[config.mk]
export PLATFORM = sky130hd
export DESIGN_NAME = serial_subtract_sequencer_flat
export DESIGN_NICKNAME = d
export VERILOG_FILES = /design/src/rtl/serial_subtract_sequencer_pkg.sv /design/src/rtl/serial_subtract_sequencer_if.sv /design/src/rtl/serial_subtract_datapath.sv /design/src/rtl/serial_subtract_sequencer.sv /design/src/flat_wrapper.sv
export SDC_FILE = /design/constraint.sdc
export NUM_CORES = 1
export LEC_CHECK = 0
export CAP_MARGIN = 20
export CORE_MARGIN = 2
export CORE_UTILIZATION = 49
export DETAILED_ROUTE_END_ITERATION = 7
export GPL_TIMING_DRIVEN = 1
export PLACE_DENSITY = 0.89
export SETUP_SLACK_MARGIN = 0.4
export SLEW_MARGIN = 20
export SYNTH_ARGS = -nofsm -noshare
export SYNTH_HDL_FRONTEND = slang
export SYNTH_SLANG_ARGS = --single-unit
[constraint.sdc]
create_clock -name clk -period 1.5 [get_ports clk]
set_input_delay 0.3 -clock clk [delete_from_list [all_inputs] [get_ports clk]]
set_output_delay 0.3 -clock clk [all_outputs]
set_load 0.02 [all_outputs]
[src/rtl/serial_subtract_sequencer_pkg.sv]
// Shared definitions for the serial subtract sequencer: controller state
// encoding, digit width and the digit-counter width helper.
package serial_subtract_sequencer_pkg;

   localparam int unsigned DIGIT = 2;

   typedef enum logic [1:0] {
      IDLE = 2'd0,
      RUN  = 2'd1,
      DONE = 2'd2
   } state_t;

   // Digit counter needs clog2(n) bits, but never fewer than one.
   function automatic int unsigned cnt_width(input int unsigned n);
      return (n > 1) ? $clog2(n) : 1;
   endfunction

endpackage

[src/rtl/serial_subtract_sequencer_if.sv]
// Request/result bus of the serial subtract sequencer.
interface serial_subtract_sequencer_if #(
   parameter int unsigned WIDTH = 8
) ();

   logic             start;
   logic [WIDTH-1:0] a;
   logic [WIDTH-1:0] b;
   logic             borrow_in;
   logic             busy;
   logic             done;
   logic [WIDTH-1:0] diff;
   logic             borrow_out;

   modport master (
      output start, a, b, borrow_in,
      input  busy, done, diff, borrow_out
   );

   modport slave (
      input  start, a, b, borrow_in,
      output busy, done, diff, borrow_out
   );

endinterface

[src/rtl/serial_subtract_datapath.sv]
// Datapath of the serial subtract sequencer: operand and result shift
// registers, chained borrow, digit counter and the held result registers.
module serial_subtract_datapath
   import serial_subtract_sequencer_pkg::*;
#(
   parameter int unsigned WIDTH = 8
) (
   input  logic             clk,
   input  logic             rst,
   input  logic             load,
   input  logic             shift,
   input  logic [WIDTH-1:0] a,
   input  logic [WIDTH-1:0] b,
   input  logic             borrow_in,
   input  logic             d1,
   input  logic             d0,
   input  logic             b2,
   output logic [DIGIT-1:0] x_dig,
   output logic [DIGIT-1:0] y_dig,
   output logic             brw,
   output logic             last,
   output logic [WIDTH-1:0] diff,
   output logic             borrow_out
);

   localparam int unsigned N  = WIDTH / DIGIT;
   localparam int unsigned CW = cnt_width(N);

   logic [WIDTH-1:0] a_sh;
   logic [WIDTH-1:0] b_sh;
   logic [WIDTH-1:0] res_sh;
   logic [WIDTH-1:0] res_next;
   logic [CW-1:0]    cnt;

   // New digit enters at the top; a single-digit result is just the digit.
   generate
      if (WIDTH == DIGIT) begin : g_one_digit
         assign res_next = {d1, d0};
      end else begin : g_multi_digit
         assign res_next = {d1, d0, res_sh[WIDTH-1:DIGIT]};
      end
   endgenerate

   assign x_dig = a_sh[DIGIT-1:0];
   assign y_dig = b_sh[DIGIT-1:0];
   assign last  = (cnt == CW'(N - 1));

   // Working registers: capture operands on load, advance one digit per shift.
   always_ff @(posedge clk or posedge rst) begin
      if (rst) begin
         a_sh   <= '0;
         b_sh   <= '0;
         res_sh <= '0;
         brw    <= 1'b0;
         cnt    <= '0;
      end else if (load) begin
         a_sh   <= a;
         b_sh   <= b;
         res_sh <= '0;
         brw    <= borrow_in;
         cnt    <= '0;
      end else if (shift) begin
         a_sh   <= a_sh >> DIGIT;
         b_sh   <= b_sh >> DIGIT;
         res_sh <= res_next;
         brw    <= b2;
         cnt    <= cnt + 1'b1;
      end
   end

   // Published result: updated only when the last digit completes.
   always_ff @(posedge clk or posedge rst) begin
      if (rst) begin
         diff       <= '0;
         borrow_out <= 1'b0;
      end else if (shift && last) begin
         diff       <= res_next;
         borrow_out <= b2;
      end
   end

endmodule

[src/rtl/serial_subtract_sequencer.sv]
// Serial subtract sequencer: accepts a WIDTH-bit subtraction on start and
// streams it LSB-first through an external 2-bit ripple subtractor slice.
module serial_subtract_sequencer
   import serial_subtract_sequencer_pkg::*;
#(
   parameter int unsigned WIDTH = 8
) (
   input  logic                       clk,
   input  logic                       rst,
   serial_subtract_sequencer_if.slave bus,
   output logic                       slice_x1,
   output logic                       slice_x0,
   output logic                       slice_y1,
   output logic                       slice_y0,
   output logic                       slice_b0,
   input  logic                       slice_d1,
   input  logic                       slice_d0,
   input  logic                       slice_b2
);

   state_t           state;
   state_t           state_next;
   logic             load;
   logic             shift;
   logic             last;
   logic             brw;
   logic [DIGIT-1:0] x_dig;
   logic [DIGIT-1:0] y_dig;

   serial_subtract_datapath #(
      .WIDTH (WIDTH)
   ) u_datapath (
      .clk        (clk),
      .rst        (rst),
      .load       (load),
      .shift      (shift),
      .a          (bus.a),
      .b          (bus.b),
      .borrow_in  (bus.borrow_in),
      .d1         (slice_d1),
      .d0         (slice_d0),
      .b2         (slice_b2),
      .x_dig      (x_dig),
      .y_dig      (y_dig),
      .brw        (brw),
      .last       (last),
      .diff       (bus.diff),
      .borrow_out (bus.borrow_out)
   );

   // State register.
   always_ff @(posedge clk or posedge rst) begin
      if (rst) state <= IDLE;
      else     state <= state_next;
   end

   // Next-state logic: start is honoured only in IDLE.
   always_comb begin
      state_next = state;
      unique case (state)
         IDLE:    if (bus.start) state_next = RUN;
         RUN:     if (last)      state_next = DONE;
         DONE:                   state_next = IDLE;
         default:                state_next = IDLE;
      endcase
   end

   // Outputs decoded from the state register only; slice inputs idle at 0.
   always_comb begin
      load     = (state == IDLE) && bus.start;
      shift    = (state == RUN);
      bus.busy = (state == RUN);
      bus.done = (state == DONE);
      slice_x1 = 1'b0;
      slice_x0 = 1'b0;
      slice_y1 = 1'b0;
      slice_y0 = 1'b0;
      slice_b0 = 1'b0;
      if (state == RUN) begin
         slice_x1 = x_dig[1];
         slice_x0 = x_dig[0];
         slice_y1 = y_dig[1];
         slice_y0 = y_dig[0];
         slice_b0 = brw;
      end
   end

endmodule

[src/flat_wrapper.sv]
// flat-port wrapper written by rule: the top's interface ports become plain ports
module serial_subtract_sequencer_flat import serial_subtract_sequencer_pkg::*;
#(
   parameter int unsigned WIDTH = 8
)
  (clk, rst, slice_x1, slice_x0, slice_y1, slice_y0, slice_b0, slice_d1, slice_d0, slice_b2, bus_start, bus_a, bus_b, bus_borrow_in, bus_busy, bus_done, bus_diff, bus_borrow_out);
  serial_subtract_sequencer_if #(.WIDTH(WIDTH)) bus_i ();
  input  logic clk;
  input  logic rst;
  output logic slice_x1;
  output logic slice_x0;
  output logic slice_y1;
  output logic slice_y0;
  output logic slice_b0;
  input  logic slice_d1;
  input  logic slice_d0;
  input  logic slice_b2;
  input wire logic [$bits(bus_i.start)-1:0] bus_start;
  input wire logic [$bits(bus_i.a)-1:0] bus_a;
  input wire logic [$bits(bus_i.b)-1:0] bus_b;
  input wire logic [$bits(bus_i.borrow_in)-1:0] bus_borrow_in;
  output wire logic [$bits(bus_i.busy)-1:0] bus_busy;
  output wire logic [$bits(bus_i.done)-1:0] bus_done;
  output wire logic [$bits(bus_i.diff)-1:0] bus_diff;
  output wire logic [$bits(bus_i.borrow_out)-1:0] bus_borrow_out;
  assign bus_i.start = bus_start;
  assign bus_i.a = bus_a;
  assign bus_i.b = bus_b;
  assign bus_i.borrow_in = bus_borrow_in;
  assign bus_busy = bus_i.busy;
  assign bus_done = bus_i.done;
  assign bus_diff = bus_i.diff;
  assign bus_borrow_out = bus_i.borrow_out;
  serial_subtract_sequencer #(.WIDTH(WIDTH)) u_core (.clk(clk), .rst(rst), .bus(bus_i), .slice_x1(slice_x1), .slice_x0(slice_x0), .slice_y1(slice_y1), .slice_y0(slice_y0), .slice_b0(slice_b0), .slice_d1(slice_d1), .slice_d0(slice_d0), .slice_b2(slice_b2));
endmodule
==> results of run 1 <==
worst paths after layout:
path | start | end | slack, ps | depth (start not counted)
hold reg to reg | u_core.u_datapath.res_sh[7] | u_core.u_datapath.res_sh[7] | 550 | 1
max in group asynchronous | rst | u_core.u_datapath.a_sh[5] | 830 | 3
min in group clk | u_core.u_datapath.res_sh[7] | u_core.u_datapath.res_sh[7] | 550 | 1
hold / removal | rst | u_core.u_datapath.borrow_out | 260 | 2
setup reg to reg | u_core.state[1] | u_core.u_datapath.diff[7] | -100 | 6
setup / recovery | u_core.state[1] | slice_b0 | -200 | 3
metal layers:
metal	track usage, %	wire (um)	share of wire [%]
met1	39.7	2620	40
met2	53.1	3370	51
met3	6.42	325	4.9
met4	20.1	254	3.9
met5	0	0	0
kinds of logic after synthesis:
group	after synthesis	share of synthesized area, %
flip-flops	36	54.6
AND/OR/NAND/NOR	35	16.8
AO/OA/AOI/OAI	26	12.7
adder cells (fa/ha/maj)	1	0.759
multiplexers	10	6.83
buffers and inverters	26	8.27
power by group through the flow:
stage	sequential [mW]	combinational (mW)	clock [mW]
after floorplan	1.78	1.69	0
after detailed placement	1.71	2.65	0
after global placement	1.66	2.53	0
final	1.83	4.62	0.509
after global routing	1.84	4.80	0.570
after CTS	1.72	4.00	0.495
registers in the layout, indices dropped and copies added (netlist names):
signal and flops:
u_core.u_datapath.borrow_out 1, u_core.state 2, u_core.u_datapath.diff 8, u_core.u_datapath.brw 1, u_core.u_datapath.cnt 2, u_core.u_datapath.b_sh 8, u_core.u_datapath.res_sh 6, u_core.u_datapath.a_sh 8
through the flow:
| step | hold slack, ps | TNS [ps] | instances | util, % |
|---|---|---|---|---|
| after global routing | 241 | -3690 | 252 | 91.2 |
| after global placement | 486 | -1070 | 221 | 68.1 |
| after detailed placement | 495 | -1600 | 221 | 68.1 |
| after floorplan | 253 | 0 | 134 | - |
| after CTS | 236 | -821 | 245 | 87.3 |
| final | 257 | -2620 | 252 | 91.2 |
what timing repair did:
item	CTS	global route
resized for setup	162	12
cloned	4	1
endpoints found under the setup margin	52	52
pin swaps	35	7
buffers inserted	13	6
worst register-to-register path: stages, from the launching register on:
cell and delay, ps:
sky130_fd_sc_hd__dfrtp_1 420, sky130_fd_sc_hd__buf_6 130, sky130_fd_sc_hd__buf_6 110, sky130_fd_sc_hd__buf_8 130, sky130_fd_sc_hd__nand3b_1 220, sky130_fd_sc_hd__buf_6 180
sky130_fd_sc_hd__mux2_4 310
cells in the final DEF (no fill, tap or decap):
cell / Yosys / final
sky130_fd_sc_hd__clkinvlp_4: 0 / 1
sky130_fd_sc_hd__nor3b_2: 1 / 11
sky130_fd_sc_hd__buf_4: 3 / 16
sky130_fd_sc_hd__nand3b_1: 1 / 1
sky130_fd_sc_hd__inv_1: 15 / 13
sky130_fd_sc_hd__clkinv_2: 0 / 1
sky130_fd_sc_hd__dfrtp_1: 36 / 36
sky130_fd_sc_hd__buf_8: 0 / 2
sky130_fd_sc_hd__o21bai_4: 0 / 1
sky130_fd_sc_hd__nor3b_4: 0 / 1
sky130_fd_sc_hd__buf_6: 3 / 26
sky130_fd_sc_hd__a211oi_4: 0 / 1
sky130_fd_sc_hd__nor3b_1: 13 / 2
sky130_fd_sc_hd__clkdlybuf4s50_1: 0 / 22
sky130_fd_sc_hd__a22o_1: 11 / 11
sky130_fd_sc_hd__a211oi_2: 0 / 12
sky130_fd_sc_hd__ha_2: 0 / 1
sky130_fd_sc_hd__a21oi_4: 0 / 1
sky130_fd_sc_hd__nor2b_4: 0 / 1
sky130_fd_sc_hd__and2b_4: 0 / 1
sky130_fd_sc_hd__inv_2: 0 / 1
sky130_fd_sc_hd__clkbuf_16: 0 / 1
sky130_fd_sc_hd__bufbuf_16: 0 / 2
sky130_fd_sc_hd__nor4b_4: 0 / 13
sky130_fd_sc_hd__and2_4: 0 / 5
sky130_fd_sc_hd__buf_16: 0 / 2
sky130_fd_sc_hd__clkbuf_1: 1 / 1
sky130_fd_sc_hd__buf_12: 0 / 5
sky130_fd_sc_hd__clkbuf_4: 0 / 5
sky130_fd_sc_hd__mux2_4: 0 / 10
layout make-up:
| cell class | instances | area, um2 | area share (%) |
|---|---|---|---|
| tap | 46 | 57.6 | 1.92 |
| clock inverter | 1 | 5.00 | 0.167 |
| timing repair buffer | 76 | 908 | 30.3 |
| sequential | 36 | 901 | 30.1 |
| clock buffer | 6 | 41.3 | 1.38 |
| multi-input combinational | 72 | 1020 | 34.1 |
| inverter | 15 | 60.1 | 2.01 |
==> impl.org, run 1 <==
** Power
- Switching power of the nets :: 2.81 mW
- Internal power component :: 4.15 mW
- Maximum resistive drop on vdd :: 1580 uV
- Combinational cell fraction of total power :: 66.4%
- In this run, the clock network consumes 7.3% of the power.
- Of the total power, registers draw 26.3%.
- In this run the static leakage power is 1.36 nW.
- Switching share of power :: 40.4%
- Power per cell area :: 2320 mW/mm2
- Overall Power :: 6.96 mW

** Outcome
- Result of the run :: finished with violations
- The final reports fail on setup timing.

** Clock tree
- Clock tree synthesis selected as its root buffer the cell sky130_fd_sc_hd__clkbuf_4.
- Clock tree from TritonCTS :: built
- After clock tree synthesis, the clock-pin slew on the worst setup and hold paths is 120 ps.
- Buffers inserted to repair hold after CTS numbered 0.
- Maximum clock insertion buffer count :: 2
- H-tree levels :: 2
- Clock latency on the worst-skew pair, taken at its later pin, is 350 ps.
- For this design, the sink count on the clock tree is 36.
- Number of buffers created by CTS :: 5

** Routing
- Vias post-DR :: 1509
- The count of nets left with antenna violations once routing finished came out at 0.
- The first detailed-routing pass took 4 iterations.
- Number of remaining DRC errors :: 0
- After detailed routing, the total wire length is 6570 um.
- For this block, the initial DRC count from the detailed router was 78.
- Average via count per standard cell :: 5.99
- Routed len/inst :: 26.1 um

** Timing
- Setup repair after global routing missed its margin :: yes
- Derived from the worst setup path, the maximum achievable clock frequency is 590 MHz.
- The smallest clock period supported by the final layout is computed as 1700 ps.
- Final Hold Violating Endpoints :: 0
- After layout, the worst path uses 113% of the clock period.
- Transition time at the pin with the least slew margin :: 340 ps
- Post-layout worst setup margin :: -196 ps
- The clock arrives with 8.28 ps of skew.
- The total count of max-transition violations in the final report came to 0.
- The worst pin sits at a relative slew slack of 77.3%.
- Setup violations remaining at the end of the flow were counted as 38.

** Synthesis
- Summing every instance area after synthesis gives 0.00165 mm2.
- In the synthesized netlist the async set-or-reset flop fraction comes to 100%.
- After synthesis, the cell types taking the most area are sky130_fd_sc_hd__dfrtp_1 55%, sky130_fd_sc_hd__nor4b_1 6.9%, sky130_fd_sc_hd__mux2_2 6.8%, sky130_fd_sc_hd__a211oi_1 5.9%, sky130_fd_sc_hd__nor3b_1 5.9%.
- Proportion of netlist area held by the largest area contributor :: 54.6%
- Mean cell area of the mapped netlist :: 12.3 um2
- Library cell occupying the most area in the post-synthesis netlist :: sky130_fd_sc_hd__dfrtp_1
- The number of nets handed over by synthesis was 158.
- For this run, the number of Yosys warnings is 0.
- Unique masters post-synth :: 19
- Top cells by instance count after synthesis :: 36 x sky130_fd_sc_hd__dfrtp_1, 15 x sky130_fd_sc_hd__inv_1, 13 x sky130_fd_sc_hd__a211oi_1, 13 x sky130_fd_sc_hd__nor3b_1, 13 x sky130_fd_sc_hd__nor4b_1
- Most instantiated library cell after synthesis :: sky130_fd_sc_hd__dfrtp_1
- Synthesis produced 134 cells.
- The most used flip-flop cell after synthesis is sky130_fd_sc_hd__dfrtp_1.
- After synthesis, flip-flops and latches occupy 54.6% of the total area.
- After synthesis the netlist holds a flip-flop and latch count of 36.
- EDFF count, synth :: 0

** Layout
- The repair_antennas step left the layout with diodes totalling 0.
- The finished cells cover 0.00300 mm2.
- In the final design database the tool counted 230 nets.
- Layout area overhead :: 81.6%
- Cells with a size suffix above 1 make up 58.3% of the layout.
- Number of filler cells placed in the layout :: 102

** Global route
- The first global-routing pass estimated 8290 um of wire.
- GR Overflow Total :: 0
- Initial antenna violation count :: 0
- All-layer global routing usage :: 32.6%
- Entering global routing, the biggest net connects 26 pins.
- The number of global-route vias before repair is 1534.

** Worst setup path
- Critical path startpoint category :: flip-flop
- For the worst setup path, the data required time is 1200 ps.
- Crit path capture type :: output port
- For the worst setup path, the data arrival time is 1400 ps.
- For this run, the slowest stage of the critical path takes 420 ps.
- Critical path's top delay family :: simple AND/OR/NAND/NOR gates
- Together, buffers and inverters on the worst path number 1.
- The critical path in this run is classified as reg2out.
- Walking the worst path, the cells encountered are and2b_4 > and2_4 > buf_6.
- Maximum fanout along the worst path :: 7
- Master of the slowest instance on the critical path :: sky130_fd_sc_hd__dfrtp_1

** Floorplan
- The total area inside the core boundary comes to 0.00328 mm2.
- Chip width :: 62.0 um
- Number of rows in the core area :: 21
- I/O pin total :: 39
- Die outline area :: 0.00385 mm2
- In this run the vertical extent of the chip is 62.0 um.
- The initial utilization of the core area, before any placement, comes to 50.2%.

** Placed design
- Port Buffer Count :: 38
- The wire-length estimate of the detail-placed layout is 2720 um.
- Gp weighted congestion :: 0.784
- Before CTS, the worst setup slack after placement is -228 ps.
- Area after DPL :: 0.00224 mm2

** Worst hold path
- The path class of the tightest hold or removal check is in2async.

** Job
- Number of max-capacitance violations reported :: 0
Power figures use the tool's default switching activity.
==> run 2, diff against run 1 <==
CORE_UTILIZATION = 35   (was 49)
CTS_CLUSTER_DIAMETER = 40   (was unset)
PLACE_DENSITY = 0.7   (was 0.89)
==> run 2 against run 1 <==
  * The run still ends with setup timing left
  * Final cell count increased by 2.4%
  * Register-to-register slack better by 90 ps
  * Via count shrank 10%
  * Highest routed layer unchanged
==> impl.org, run 2 (synthesis gave the netlist of run 1 again) <==
** Floorplan
- Die height :: 72.6 um (was 62.0 um)
- The number of top-level design ports was 39 (unchanged).
- The starting density of the core came to 37.1% (was 50.2%).
- The die outline area was 0.00528 mm2 (was 0.00385 mm2).
- The number of placement rows came to 24 (was 21).
- Area of the placeable core :: 0.00444 mm2 (was 0.00328 mm2)
- The die boundary width was 72.6 um (was 62.0 um).

** Clock tree
- Clock Pin Slew Worst Setup and Hold Paths :: 70 ps (was 120 ps)
- Insertion delay to the later sink of the worst-skew pair :: 280 ps (was 350 ps)
- Number of buffers created by CTS :: 5 (unchanged)
- The level count of the clock H-tree was 2 (unchanged).
- Clk Tree Root Cell :: sky130_fd_sc_hd__clkbuf_8 (was sky130_fd_sc_hd__clkbuf_4)
- CTS sink cnt :: 36 (unchanged)
- The clock tree from TritonCTS was built (unchanged).
- The number of buffers inserted by hold repair at cts was 0 (unchanged).
- The largest buffer count on any clock path was 2 (unchanged).

** Routing
- Initial DRC Count :: 80 (was 78)
- The wire length after detailed routing is 4370 um (was 6570 um).
- Routed len/inst :: 17.0 um (was 26.1 um)
- The overall via count from detail_route came to 1355 (was 1509).
- The detailed-router iteration count before antenna repair was 4 (unchanged).
- Average via count per standard cell :: 5.25 (was 5.99)
- Number of remaining DRC errors :: 0 (unchanged)
- Count of nets left with antenna violations after detail routing :: 0 (unchanged)

** Timing
- Worst hold-check slack :: 417 ps (was 257 ps)
- The post-route clock period utilization was 107% (was 113%).
- The transition time of the tightest slew-check pin is 336 ps (was 340 ps).
- Worst-case headroom to the max-slew limit :: 77.3% (about the same)
- The clock skew after layout is 7.28 ps (was 8.28 ps).
- Post-route setup TNS :: -662 ps (was -2620 ps)
- The final setup slack of the worst path came to -110 ps (was -196 ps).
- Final-report max-slew violation count :: 0 (unchanged)
- Setup repair after global routing missed its margin :: yes (unchanged)
- Clock period minus worst slack :: 1610 ps (was 1700 ps)
- The number of hold violations in the final report is 0 (unchanged).
- Fmax achieved :: 621 MHz (was 590 MHz)
- The final setup violation count came to 14 (was 38).

** Layout
- Leading cell type in the layout, fill and taps excluded :: sky130_fd_sc_hd__dfrtp_1 (unchanged)
- Multi-input logic area :: 888 um2 (was 0.00102 mm2)
- The fraction of final layout cells sized beyond drive strength 1 is 51.9% (was 58.3%).
- Leading cell types in the layout, fill and taps excluded :: 35 x sky130_fd_sc_hd__dfrtp_1, 25 x sky130_fd_sc_hd__buf_4, 21 x sky130_fd_sc_hd__clkdlybuf4s50_1, 21 x sky130_fd_sc_hd__buf_6, 14 x sky130_fd_sc_hd__inv_1 (was 36 x sky130_fd_sc_hd__dfrtp_1, 26 x sky130_fd_sc_hd__buf_6, 22 x sky130_fd_sc_hd__clkdlybuf4s50_1)
- The count of antenna diodes in the layout is 0 (unchanged).
- Seq. cell area :: 902 um2 (was 901 um2)
- The number of fillers in the final layout came to 306 (was 102).
- Utilization after layout :: 63.5% (was 91.2%)
- Registers with the most flip-flops :: u_core.u_datapath.a_sh (8), u_core.u_datapath.b_sh (8), u_core.u_datapath.diff (8) (unchanged)
- Post-layout nets :: 229 (was 230)
- The synthesis-to-finish area growth came to 71.2% (was 81.6%).

** Power
- Power per cell area :: 2240 mW/mm2 (was 2320 mW/mm2)
- The maximum ir drop on the vdd rail is 732 uV (was 1580 uV).
- Leakage power :: 1.28 nW (was 1.36 nW)

** Outcome
- Result of the run :: finished with violations (unchanged)
- Failing checks :: setup timing (unchanged)

** Worst setup path
- The category of the critical setup timing path was reg2out (unchanged).
- The register-to-register setup slack came to -10 ps (was -100 ps).
- The maximum net fanout on the critical path was 8 (was 7).
- The worst setup path endpoint is slice_b0 (unchanged).
- Critical Path Start :: u_core.state[1] (unchanged)
- Worst reg2reg endpoint :: u_core.u_datapath.diff[6] (was u_core.u_datapath.diff[7])
- Critical path arrival :: 1310 ps (was 1400 ps)
- Number of cells traversed by the worst register-to-register path :: 5 (was 6)
- The element type at the critical path end is an output port (unchanged).
- Critical path startpoint category :: flip-flop (unchanged)
- Critical path required time :: 1200 ps (about the same)
- The worst reg2reg path startpoint is u_core.state[1] (unchanged).

** Placed design
- Port Buffer Count :: 38 (unchanged)
- The HPWL after detailed placement was 2490 um (was 2720 um).
- Gp weighted congestion :: 0.785 (was 0.784)

** Global route
- Met1 track demand over resource in global routing :: 20.0% (was 39.7%)
- Global-route wire length before repair :: 6690 um (was 8290 um)
- The global-route layer with the greatest usage was met2 (unchanged).
- The global routing usage on met3 came to 3.73% (was 6.42%).
- The total track usage was 16.5% (was 32.6%).
- The largest net degree at the start of global routing was 37 (was 26).
- Global Route met2 Usage :: 29.0% (was 53.1%)
- The total global routing overflow was 0 (unchanged).
- The initial antenna violation count was 0 (unchanged).
- The number of global-route vias before repair was 1367 (was 1534).

** Worst hold path
- The worst min-delay path class is in2async (unchanged).

** Job
- The number of violations of the max-capacitance limit was 0 (unchanged).
==> run 2: changes by cell type in the layout (fill, tap and decap cells not counted), sizes merged <==
cell and delta:
clkdlybuf4s50 -1, dlygate4sd2 +1, bufbuf -2, clkbuf +1
bufinv +1
==> run 2: cell type report <==
| cell class | instances | area share (%) |
|---|---|---|
| clock inverter | 2 | 1.24 |
| clock buffer | 6 | 2.57 |
| sequential | 36 | 31.9 |
| timing repair buffer | 75 | 28.4 |
| inverter | 15 | 2.13 |
| multi-input combinational | 72 | 31.5 |
| tap | 52 | 2.30 |
==> run 2: stage by stage <==
stage	worst slack [ps]	instances	total power, mW	cell area [um2]
after global placement	-214	227	4.22	2240
after detailed placement	-257	227	4.30	2240
after floorplan	261	134	3.46	1770
after CTS	-94.0	241	5.75	2560
final	-110	258	6.32	2820
after global routing	-156	258	6.66	2820
==> run 2: repair_timing <==
item,CTS,global route
pin swaps,4,23
setup buffers,5,15
gates resized for setup,124,16
cloned,1,2
endpoints found under the setup margin,52,52
==> run 2: report_power, final <==
| part | internal, mW | total, mW | switching, mW |
|---|---|---|---|
| sequential | 1.42 | 1.74 | 0.313 |
| combinational | 2.16 | 3.77 | 1.61 |
| clock | 0.493 | 0.820 | 0.327 |
==> run 2: how the worst min path moves through the flow <==
stage                                 from                     endpoint  slack [ps]  cells after the start
6_report                               rst    u_core.u_datapath.diff[7]         420                      3
5_1_grt                                rst    u_core.u_datapath.diff[7]         430                      3
4_1_cts                                rst    u_core.u_datapath.diff[7]         420                      3
3_5_place_dp   u_core.u_datapath.res_sh[3]  u_core.u_datapath.res_sh[3]         490                      1
3_3_place_gp   u_core.u_datapath.res_sh[2]  u_core.u_datapath.res_sh[2]         490                      1
2_1_floorplan                          rst              u_core.state[0]         250                      1
==> run 2: critical path, stage by stage (launching register included) <==
cell and delay (ps):
sky130_fd_sc_hd__dfrtp_2 440, sky130_fd_sc_hd__and2b_4 330, sky130_fd_sc_hd__and2_4 160, sky130_fd_sc_hd__buf_6 110
==> run 2: per-layer routing <==
metal  vias up  part of all wire, %
li1        623                    -
met1       707                   41
met2        23                   56
met3         2                  2.7
met4         0                 0.78
met5         -                    0
==> RTL change, RTL diff (settings of run 1) <==
`WIDTH` is set to 8 in 4 places; all go to 9.
--- a/src/rtl/serial_subtract_sequencer_if.sv
+++ b/src/rtl/serial_subtract_sequencer_if.sv
@@ -1,5 +1,5 @@
 // Request/result bus of the serial subtract sequencer.
 interface serial_subtract_sequencer_if #(
-   parameter int unsigned WIDTH = 8
+   parameter int unsigned WIDTH = 9
 ) ();
 
--- a/src/rtl/serial_subtract_datapath.sv
+++ b/src/rtl/serial_subtract_datapath.sv
@@ -4,5 +4,5 @@
    import serial_subtract_sequencer_pkg::*;
 #(
-   parameter int unsigned WIDTH = 8
+   parameter int unsigned WIDTH = 9
 ) (
    input  logic             clk,
--- a/src/rtl/serial_subtract_sequencer.sv
+++ b/src/rtl/serial_subtract_sequencer.sv
@@ -4,5 +4,5 @@
    import serial_subtract_sequencer_pkg::*;
 #(
-   parameter int unsigned WIDTH = 8
+   parameter int unsigned WIDTH = 9
 ) (
    input  logic                       clk,
--- a/src/flat_wrapper.sv
+++ b/src/flat_wrapper.sv
@@ -2,5 +2,5 @@
 module serial_subtract_sequencer_flat import serial_subtract_sequencer_pkg::*;
 #(
-   parameter int unsigned WIDTH = 8
+   parameter int unsigned WIDTH = 9
 )
   (clk, rst, slice_x1, slice_x0, slice_y1, slice_y0, slice_b0, slice_d1, slice_d0, slice_b2, bus_start, bus_a, bus_b, bus_borrow_in, bus_busy, bus_done, bus_diff, bus_borrow_out);
Ports: changed (resized bus_a, bus_b and bus_diff); port bits go from 39 to 42. The function was not compared with the original's and may differ.
==> RTL change against run 1 <==
The run still ends with setup timing left; first-iteration DRC count grew 58%; count of clock-buffer cells in the layout shrank 1; wire length shrank 16%; critical path type unchanged; maximum frequency grew 7.2%; final area grew 0.25%; synthesized area grew 12%; critical path depth is the same; setup slack gained 110 ps; power shrank 1.2%; combinational power shrank 13%; sequential cell count grew 4; hold slack gained 120 ps.
==> RTL change: results (changes against run 1) <==
run status - finished with violations
failing checks - setup timing
pin count of the biggest net entering global routing - 41 (+58%)
Placement Setup Slack - -194 ps (+34.5 ps)
Mapped Nets - 177 (+12%)
mux contribution to synthesized area - 6.68% (-0.15 points)
R2R Path End - u_core.u_datapath.a_sh[5]$_DFFE_PP0P_
share of cells above drive strength 1 - 51.1% (-7.1 points)
met3 wire len - 249 µm (-23%)
met2 Usage GRT - 40.7% (-12 points)
final worst slack - -82.4 ps (+114 ps)
R2R cell count - 5 (-1)
WP data arrival - 1280 ps (-120 ps)
commonest cells in the synthesized netlist - dfrtp_1, inv_1, nor3b_1, nor4b_1, a211oi_1
slew margin rel. - 67.9% (-9.4 points)
routed length on met2 - 2890 µm (-14%)
CP peak stage delay - 440 ps (+20 ps)
GRT met3 Usage - 6.51% (+0.089 points)
CP top delay family - flip-flops
Cells after DPL - 240 (+8.6%)
Final setup viols - 14 (-63%)
WL per Instance - 20.4 µm (-22%)
vias per inst - 5.68 (-5.2%)
first-pass GRT wire length - 7890 µm (-4.7%)
Worst-Skew Late Latency - 320 ps (-30 ps)
post-CTS sizing - 122 (-25%)
VDD IR max - 0.00148 V (-6.5%)
Leakage Power - 1.38 nW (+1.4%)
met1 usage - 31.4% (-8.2 points)
Iter 0 DRT Violations - 123 (+58%)
Hold Slack - 374 ps (+117 ps)
met1 WL - 2220 µm (-15%)
setup TNS - -660 ps (+1960 ps)
port bufs - 41 (+7.9%)
compound-cell area share of the yosys netlist - 13.3% (+0.55 points)
Fill cells - 187 (+83%)
Final nets - 248 (+7.8%)
cells after synthesis - 151 (+13%)
Synth Area in XOR/XNOR - 0% (unchanged)
skew final - 11.8 ps (+3.52 ps)
top post-synthesis cells by area - dfrtp_1, nor4b_1, mux2_1, nor3b_1, a211oi_1
Total GRT Usage - 25.1% (-7.5 points)
DP HPWL - 2670 µm (-1.8%)
DRT Pass-1 Iters - 5 (+1)
clock-pin slew on the worst setup and hold paths - 90 ps (-30 ps)
CTS root buf - clkbuf_8
register area share after synthesis - 54.0% (-0.65 points)
Post-DP Area - 2520 µm² (+13%)
GP Congestion - 0.783 (-0.19%)
[RTL change: cell count changes after synthesis, moves of 2 or more]
cell	delta
clkbuf_1	+2
buf_2	+3
mux2_2	-9
mux2_1	+10
inv_1	+2
dfrtp_1	+4
nor4b_1	+2
nor3b_1	+2
[RTL change: area by class of cell]
type / instances / area (µm²) / area share [%]
clock buffers: 5 / 68.8 / 2.29
inverters: 17 / 67.6 / 2.25
multi-input cells: 81 / 968 / 32.3
well taps: 48 / 60.1 / 2.00
repair buffers: 77 / 790 / 26.3
flip-flops and latches: 40 / 1000 / 33.3
clock inverters: 3 / 47.5 / 1.58
[RTL change: power by group through the flow]
stage	Clock, W	Sequential, W	Combinational [W]
2_1_floorplan	0	0.00195	0.00196
3_3_place_gp	0	0.00185	0.00281
3_5_place_dp	0	0.00188	0.00292
4_1_cts	0.000909	0.00188	0.00355
5_1_grt	0.000984	0.00199	0.00421
6_report	0.000928	0.00195	0.00400
